$ cat config.mk
export PLATFORM = sky130hd
export DESIGN_NAME = ysyx_22041207_if_axi_master
export DESIGN_NICKNAME = d
export VERILOG_FILES = /design/src/rtl/ysyx_22041207_if_axi_master_pkg.sv /design/src/rtl/ysyx_22041207_axi_size_enc.sv /design/src/rtl/ysyx_22041207_if_axi_master.sv
export SDC_FILE = /design/constraint.sdc
export NUM_CORES = 1
export LEC_CHECK = 0
export BUFFER_PORTS_ARGS = -buffer_cell sky130_fd_sc_hd__buf_2
export CAP_MARGIN = 20
export CORE_ASPECT_RATIO = 0.75
export CORE_MARGIN = 4
export CORE_UTILIZATION = 52
export DETAILED_ROUTE_END_ITERATION = 10
export GPL_TIMING_DRIVEN = 0
export PLACE_DENSITY = 0.95
export SYNTH_ARGS = -nofsm -noshare
export SYNTH_HDL_FRONTEND = slang
export SYNTH_HIERARCHICAL = 1
export SYNTH_SLANG_ARGS = --single-unit
$ cat constraint.sdc
create_clock -name clk -period 11.67 [get_ports clk]
set_input_delay 2.9175 -clock clk [delete_from_list [all_inputs] [get_ports clk]]
set_output_delay 2.9175 -clock clk [all_outputs]
set_load 0.005 [all_outputs]
$ cat src/rtl/ysyx_22041207_if_axi_master_pkg.sv
// rtl/ysyx_22041207_if_axi_master_pkg.sv - shared types, AXI constants and mask-to-arsize helper
package ysyx_22041207_if_axi_master_pkg;

  typedef enum logic [1:0] {
    ST_IDLE = 2'd0,
    ST_ADDR = 2'd1,
    ST_DATA = 2'd2,
    ST_HOLD = 2'd3
  } fetch_state_e;

  localparam logic [1:0] AXI_BURST_INCR  = 2'b01;

  localparam logic [1:0] AXI_RESP_OKAY   = 2'b00;
  localparam logic [1:0] AXI_RESP_EXOKAY = 2'b01;
  localparam logic [1:0] AXI_RESP_SLVERR = 2'b10;
  localparam logic [1:0] AXI_RESP_DECERR = 2'b11;

  // Byte-enable mask to AXI size: only 1/2/4/8 set bits map directly,
  // anything irregular falls back to a full 8-byte beat.
  function automatic logic [2:0] mask_to_arsize(input logic [7:0] mask);
    logic [3:0] ones;
    ones = 4'd0;
    for (int i = 0; i < 8; i++) begin
      ones = ones + {3'b000, mask[i]};
    end
    case (ones)
      4'd1:    return 3'd0;
      4'd2:    return 3'd1;
      4'd4:    return 3'd2;
      4'd8:    return 3'd3;
      default: return 3'd3;
    endcase
  endfunction

  // Error responses are SLVERR and DECERR; OKAY/EXOKAY are clean.
  function automatic logic resp_is_error(input logic [1:0] resp);
    case (resp)
      AXI_RESP_OKAY, AXI_RESP_EXOKAY:   return 1'b0;
      AXI_RESP_SLVERR, AXI_RESP_DECERR: return 1'b1;
      default:                          return 1'b0;
    endcase
  endfunction

endpackage

$ cat src/rtl/ysyx_22041207_axi_size_enc.sv
// rtl/ysyx_22041207_axi_size_enc.sv - byte mask to AXI arsize encoder
module ysyx_22041207_axi_size_enc
  import ysyx_22041207_if_axi_master_pkg::*;
(
  input  logic [7:0] mask,
  output logic [2:0] arsize
);

  assign arsize = mask_to_arsize(mask);

endmodule

$ cat src/rtl/ysyx_22041207_if_axi_master.sv
// rtl/ysyx_22041207_if_axi_master.sv - single-outstanding instruction-fetch AXI read master (option: YSYX_22041207_IFAXI_ERR_EN)
module ysyx_22041207_if_axi_master
  import ysyx_22041207_if_axi_master_pkg::*;
#(
  parameter int ID_W  = 4,
  parameter int IF_ID = 0
) (
  input  logic            clk,
  input  logic            rst,
  // fetch side
  input  logic            rx_r_valid_i,
  output logic            rx_r_ready_o,
  input  logic [63:0]     rx_r_addr_i,
  input  logic [7:0]      rx_r_size_i,
  output logic [63:0]     rx_data_read_o,
  output logic            rx_data_valid,
  input  logic            rx_data_ready,
  // AR channel
  output logic [63:0]     araddr,
  output logic            arvalid,
  input  logic            arready,
  output logic [ID_W-1:0] arid,
  output logic [7:0]      arlen,
  output logic [2:0]      arsize,
  output logic [1:0]      arburst,
  // R channel
  input  logic [63:0]     rdata,
  input  logic [1:0]      rresp,
  input  logic            rlast,
  input  logic [ID_W-1:0] rid,
  input  logic            rvalid,
  output logic            rready
`ifdef YSYX_22041207_IFAXI_ERR_EN
  ,
  output logic            rx_data_err
`endif
);

  localparam logic [ID_W-1:0] FETCH_ID = ID_W'(IF_ID);

  fetch_state_e state_q, state_d;
  logic         ready_en_q;
  logic [63:0]  addr_q;
  logic [7:0]   mask_q;
  logic [63:0]  data_q;
  logic         err_q;
  logic         req_fire;
  logic         beat_ok;

  assign req_fire = rx_r_valid_i && rx_r_ready_o;
  // Single-beat fetch: rlast is implied, and foreign-ID beats are drained.
  assign beat_ok  = rvalid && (rid == FETCH_ID);

  // State register; reset drops straight back to IDLE, abandoning any burst.
  always_ff @(posedge clk or posedge rst) begin
    if (rst) state_q <= ST_IDLE;
    else     state_q <= state_d;
  end

  // Keeps rx_r_ready_o low until the first clock after reset is released.
  always_ff @(posedge clk or posedge rst) begin
    if (rst) ready_en_q <= 1'b0;
    else     ready_en_q <= 1'b1;
  end

  // Latch the request when it is accepted in IDLE.
  always_ff @(posedge clk or posedge rst) begin
    if (rst) begin
      addr_q <= 64'd0;
      mask_q <= 8'd0;
    end else if (state_q == ST_IDLE && req_fire) begin
      addr_q <= rx_r_addr_i;
      mask_q <= rx_r_size_i;
    end
  end

  // Capture the matching beat, aligned so the addressed byte lands in bit 0.
  always_ff @(posedge clk or posedge rst) begin
    if (rst) begin
      data_q <= 64'd0;
      err_q  <= 1'b0;
    end else if (state_q == ST_DATA && beat_ok) begin
      data_q <= rdata >> {addr_q[2:0], 3'b000};
`ifdef YSYX_22041207_IFAXI_ERR_EN
      err_q  <= resp_is_error(rresp);
`else
      err_q  <= 1'b0;
`endif
    end
  end

  // Next-state and handshake outputs; exactly one handshake is live per state.
  always_comb begin
    state_d       = state_q;
    rx_r_ready_o  = 1'b0;
    arvalid       = 1'b0;
    rready        = 1'b0;
    rx_data_valid = 1'b0;
    case (state_q)
      ST_IDLE: begin
        rx_r_ready_o = ready_en_q;
        if (req_fire) state_d = ST_ADDR;
      end
      ST_ADDR: begin
        arvalid = 1'b1;
        if (arready) state_d = ST_DATA;
      end
      ST_DATA: begin
        rready = 1'b1;
        if (beat_ok) state_d = ST_HOLD;
      end
      ST_HOLD: begin
        rx_data_valid = 1'b1;
        if (rx_data_ready) state_d = ST_IDLE;
      end
      default: state_d = ST_IDLE;
    endcase
  end

  assign araddr         = addr_q;
  assign arid           = FETCH_ID;
  assign arlen          = 8'd0;
  assign arburst        = AXI_BURST_INCR;
  assign rx_data_read_o = data_q;

  ysyx_22041207_axi_size_enc u_size_enc (
    .mask   (mask_q),
    .arsize (arsize)
  );

`ifdef YSYX_22041207_IFAXI_ERR_EN
  assign rx_data_err = err_q && (state_q == ST_HOLD);
  logic unused_r;
  assign unused_r = rlast;
`else
  logic unused_r;
  assign unused_r = ^{rlast, resp_is_error(rresp), err_q};
`endif

endmodule

Yosys cells after proc, flatten, opt, wreduce, memory -nomap -nowiden:

Index checks and enable logic that the tools add are counted.

* input bits: 149
* logic and storage cells: 40
* bits in registers: 139
* output and inout port bits: 149

* reduce and logical (&&, ||, !) cells: 7
* shift operators: 1
* equality and inequality tests: 10
* add/sub/neg operators: 7
* multiplexer cells: 10

Operator list (number)
* $shr 64x6->64: 1
* $add 4x1->4: 6
* $mux 2: 4
* $ne 2x2->1 const B: 4
* $pmux 2 s4: 1
* $pmux 2 s3: 1
* $eq 2x2->1 const B: 2
* $eq 4x1->1 const B: 1
* $eq 4x2->1 const B: 1
* $eq 4x3->1 const B: 1
* $logic_and 1x1->1: 4
* $logic_not 4->1: 1
* $mux 1: 4
* $reduce_and 4->1: 1
* $add 1x1->2: 1
* $eq 2x1->1 const B: 1
* $logic_not 2->1: 1

Depth between registers and ports, before layout:

* word-level depth: 9
* mapped depth: 10
* mapped depth without buffers: 10

Cells and area by module:

Netlist, hierarchy kept.

Modules (own cells, without submodules)
* ysyx_22041207_if_axi_master: times used 1, sequential area each 3478.3 um2, cells an instance 607, area an instance 6934.2 um2
* ysyx_22041207_axi_size_enc: times used 1, sequential area each 0.0 um2, cells an instance 29, area an instance 246.5 um2

Least setup slack after synthesis:

No wires, ideal clock.

* path type: register -> output
* from: reg mask_q[0]
* to: out arsize[0]
* slack: 5913 ps
* path buffers: 0
* required time: 8753 ps
* arrival time: 2840 ps
* stages on the path, launching flop included: 11
* cell sequence: dfrtp_1 -> inv_1 -> fa_1 -> fa_1 -> fa_1 -> inv_1 -> ha_1 -> inv_1 -> fa_1 -> xnor3_1 -> o211ai_2

* word-level cells in the longest chain between the ends: 9
* elaborated cells between the ends (all ways): 11
* those cells by class: 7 x add/sub; 3 x eq/ne; 1 x mux

RTL lines
* start, declared: RTL line ysyx_22041207_if_axi_master.sv:44 `logic [7:0] mask_q;`
* start signal, assigned: RTL line ysyx_22041207_if_axi_master.sv:73 `mask_q <= rx_r_size_i;`
* $add 1x1->2 *: RTL line ysyx_22041207_if_axi_master_pkg.sv:24 `ones = ones + {3'b000, mask[i]};`
* $add 4x1->4 * (6 in a row): RTL line ysyx_22041207_if_axi_master_pkg.sv:24
* $eq 4x3->1, or another cell as far along: RTL line ysyx_22041207_if_axi_master_pkg.sv:26 `case (ones)`
* $pmux 2 s3 *: RTL line ysyx_22041207_if_axi_master_pkg.sv:26
* end, declared: RTL line ysyx_22041207_if_axi_master.sv:24 `output logic [2:0] arsize,`

Every way passes the cells marked *; elsewhere a longest branch is shown, timed or not.

Worst setup path in the final report:

Ends and elaborated chain as after synthesis.

==> impl_metrics.env <==
export IMPL_syn_area_per_cell_um2=11.29
export IMPL_cp_end_kind="output port"
export IMPL_layout_nets=1108
export IMPL_worstPathArrival_ns=3.51
export IMPL_slowest_stage="fa_1"
export IMPL_drive_above_1_share_pct=49.43
export IMPL_area_delta_synth_final_pct=31.73
export IMPL_grt_pass1_wl_um=34910
export IMPL_drv_slew=0
export IMPL_slowest_delay_ns=0.55
export IMPL_crit_buf_inv=4
export IMPL_ir_drop_uv=494.7
export IMPL_worstPathRequired_ns=8.75
export IMPL_cts_root_buf="clkbuf_16"
export IMPL_dp_final_hpwl_um=18520
export IMPL_gp_congestion=0.9895
export IMPL_r2r_start="state_q[0]"
export IMPL_fin_worst_skew_ns=0.01194
export IMPL_dpl_worst_slack_ns=5.681
export IMPL_worst_path_most_repeated_cell="fa_1"
export IMPL_drt_total_wl_um=23250
export IMPL_wl_per_cell_um=20.54
export IMPL_timing_max_cap_violations=0
export IMPL_layout_commonest_cell="buf_2"
export IMPL_crit_type="reg -> out"
export IMPL_top_usage_layer="met2"
export IMPL_synth_cell_types=43
export IMPL_cts_made_buffers=17
export IMPL_core_region_area_mm2=0.01324
export IMPL_ant_nets=0
export IMPL_drc_errors=0
export IMPL_cts_num_sinks=139
export IMPL_max_clock_freq_mhz=155.6
export IMPL_ys_ff_latch=139
export IMPL_viasPerCell=5.775
export IMPL_fillers=991
export IMPL_rows=36
export IMPL_clkSlewWorstSetupHoldPaths_ns=0.06
export IMPL_yosysSeqAreaShare_pct=48.44
export IMPL_postCtsHoldBufs=0
export IMPL_cp_cell_sequence="inv_1 > fa_1 > fa_1 > fa_1 > inv_1 > ha_1 > inv_1 > fa_1 > xnor3_1 > o211ai_2 > buf_2"
export IMPL_ys_flop_type="dfrtp_1"
export IMPL_syn_area_mm2=0.007181
export IMPL_setup_ws_ns=5.245
export IMPL_syn_inst=636
export IMPL_leakagePower_uw=0.004884
export IMPL_fin_crit_sh_pct=55.06
export IMPL_yosys_warnings=6
export IMPL_rsz0062_at_grt="no"
export IMPL_grt_overflow_total=0
export IMPL_min_period_ns=6.425
export IMPL_port_buffers=279
export IMPL_setup_viol=0
export IMPL_cts_resized=0
export IMPL_final_util_pct=71.43
export IMPL_track_usage_pct=29.15
export IMPL_tns_ns=0
export IMPL_hold_class="reg -> reg"
export IMPL_die_area_mm2=0.01577
export IMPL_post_cts_buffers=0
export IMPL_drtIter0Drc=628
export IMPL_power_total_uw=2840
export IMPL_grtUsageMet1_pct=37.25
export IMPL_grt_util_met2_pct=46.90
export IMPL_dpl_cell_area_mm2=0.008872
export IMPL_synth_edf_count=0
export IMPL_antenna_found_initial=1
export IMPL_powerDensity_mw_per_mm2=300.2
export IMPL_worstReg2RegEnd="araddr[13]"
export IMPL_use_met3_pct=9.174
export IMPL_hold_end="rx_data_read_o[60]"
export IMPL_rrSetupSlack_ns=9.74
export IMPL_drt_pass1_iter_count=6
export IMPL_start_kind="flop"
export IMPL_worst_pin_slew_ns=0.8047
export IMPL_htree_levels=4
export IMPL_ios=298
export IMPL_outcome="completed"
export IMPL_clk_latency_ns=0.41
export IMPL_path_max_fanout=2
export IMPL_worstRegToRegCells=6
export IMPL_relSlewSlack_pct=46.15
export IMPL_min_delay_path_depth=2
export IMPL_holdCritStartpoint="rx_data_read_o[60]"
export IMPL_crit_family="adder cells"
export IMPL_die_y_um=109.8
export IMPL_clockBufferDepth=2
export IMPL_grt_pass1_vias=6680
export IMPL_die_w_um=143.7
export IMPL_antenna_cells=0
export IMPL_hold_viol=0
export IMPL_layout_common_cells="303 x buf_2, 139 x dfrtp_1, 104 x mux2_2"
export IMPL_vias=6537
export IMPL_grt_max_degree=89
export IMPL_final_cell_area_mm2=0.009459
export IMPL_start_util_pct=54.22
export IMPL_tritoncts="done"
export IMPL_synthArstFlopShare_pct=100.0
-- logic make-up (layout without fill, tap and decap cells) --
family	Yosys count	count (layout)	synth area share, %
compound gates	126	126	12.08
xor+xnor	3	3	0.5576
fa+ha+maj	11	11	2.335
buf+inv	82	394	6.587
flops	139	139	48.44
mux	145	145	22.04
other cells	3	16	0.1568
simple gates	127	127	7.807
-- cells in the mapped netlist, types with 9 or more instances --
cell type  count  area share, %
dfrtp_1      139             48
mux2_2       104             16
nand2_1       58            3.0
nor2_1        41            2.1
mux2i_1       40            5.6
a21oi_1       33            2.3
o31ai_1       32            3.3
buf_2         24            1.7
buf_4         21            2.2
inv_1         19           0.99
o22ai_1       17            1.5
clkbuf_1      10           0.52
nor2b_1        9           0.78
-- stage by stage --
| step | cells | hold slack, ns |
|---|---|---|
| after floorplan | 649 | 0.4628 |
| after global placement | 1099 | 0.4486 |
| after detailed placement | 1100 | 0.4513 |
| after CTS | 1132 | 0.4643 |
| after global routing | 1132 | 0.4757 |
| final | 1132 | 0.4580 |
-- registers in the layout (all words and copies together), names as in the netlist --
| signal | flops |
|---|---|
| ready_en_q | 1 |
| mask_q | 8 |
| state_q | 2 |
| araddr | 64 |
| rx_data_read_o | 64 |
-- metal layers --
layer  vias up  wire length [um]
met5         -                13
met1      3155              8852
li1       2852                 -
met2       450             10990
met3        78              2751
met4         2               642
-- worst min-delay path: stages, from the launching register on --
cell and delay (ns):
dfrtp_1 0.33, nand2_1 0.05, nand2_1 0.05
-- layout make-up --
| class | count | area, um^2 | area share (%) |
|---|---|---|---|
| sequential | 139 | 3478 | 36.77 |
| clock inverter | 14 | 157.7 | 1.667 |
| clock buffer | 18 | 429.2 | 4.537 |
| buffer | 63 | 401.6 | 4.246 |
| inverter | 19 | 76.32 | 0.8069 |
| timing repair buffer | 280 | 1424 | 15.05 |
| tap | 171 | 214.0 | 2.262 |
| multi-input combinational | 428 | 3278 | 34.66 |
-- where the power goes --
group | total [uW] | internal [uW] | switching (uW) | leakage (uW)
sequential | 825 | 699 | 126 | 0.00175
clock | 547 | 320 | 227 | 0.000284
combinational | 1470 | 724 | 744 | 0.00285
total | 2840 | 1740 | 1100 | 0.00488
-- how the worst max path moves through the flow --
stage | cells past startpoint | endpoint | from | slack (ns)
after CTS | 11 | arsize[0] | mask_q[0] | 5.24
final | 11 | arsize[0] | mask_q[0] | 5.24
after global routing | 11 | arsize[0] | mask_q[0] | 5.09
after global placement | 2 | araddr[33] | rst | 3.45
after detailed placement | 11 | arsize[0] | mask_q[0] | 5.68
after floorplan | 1 | araddr[0] | rst | 5.03
Power figures use the tool's default switching activity.
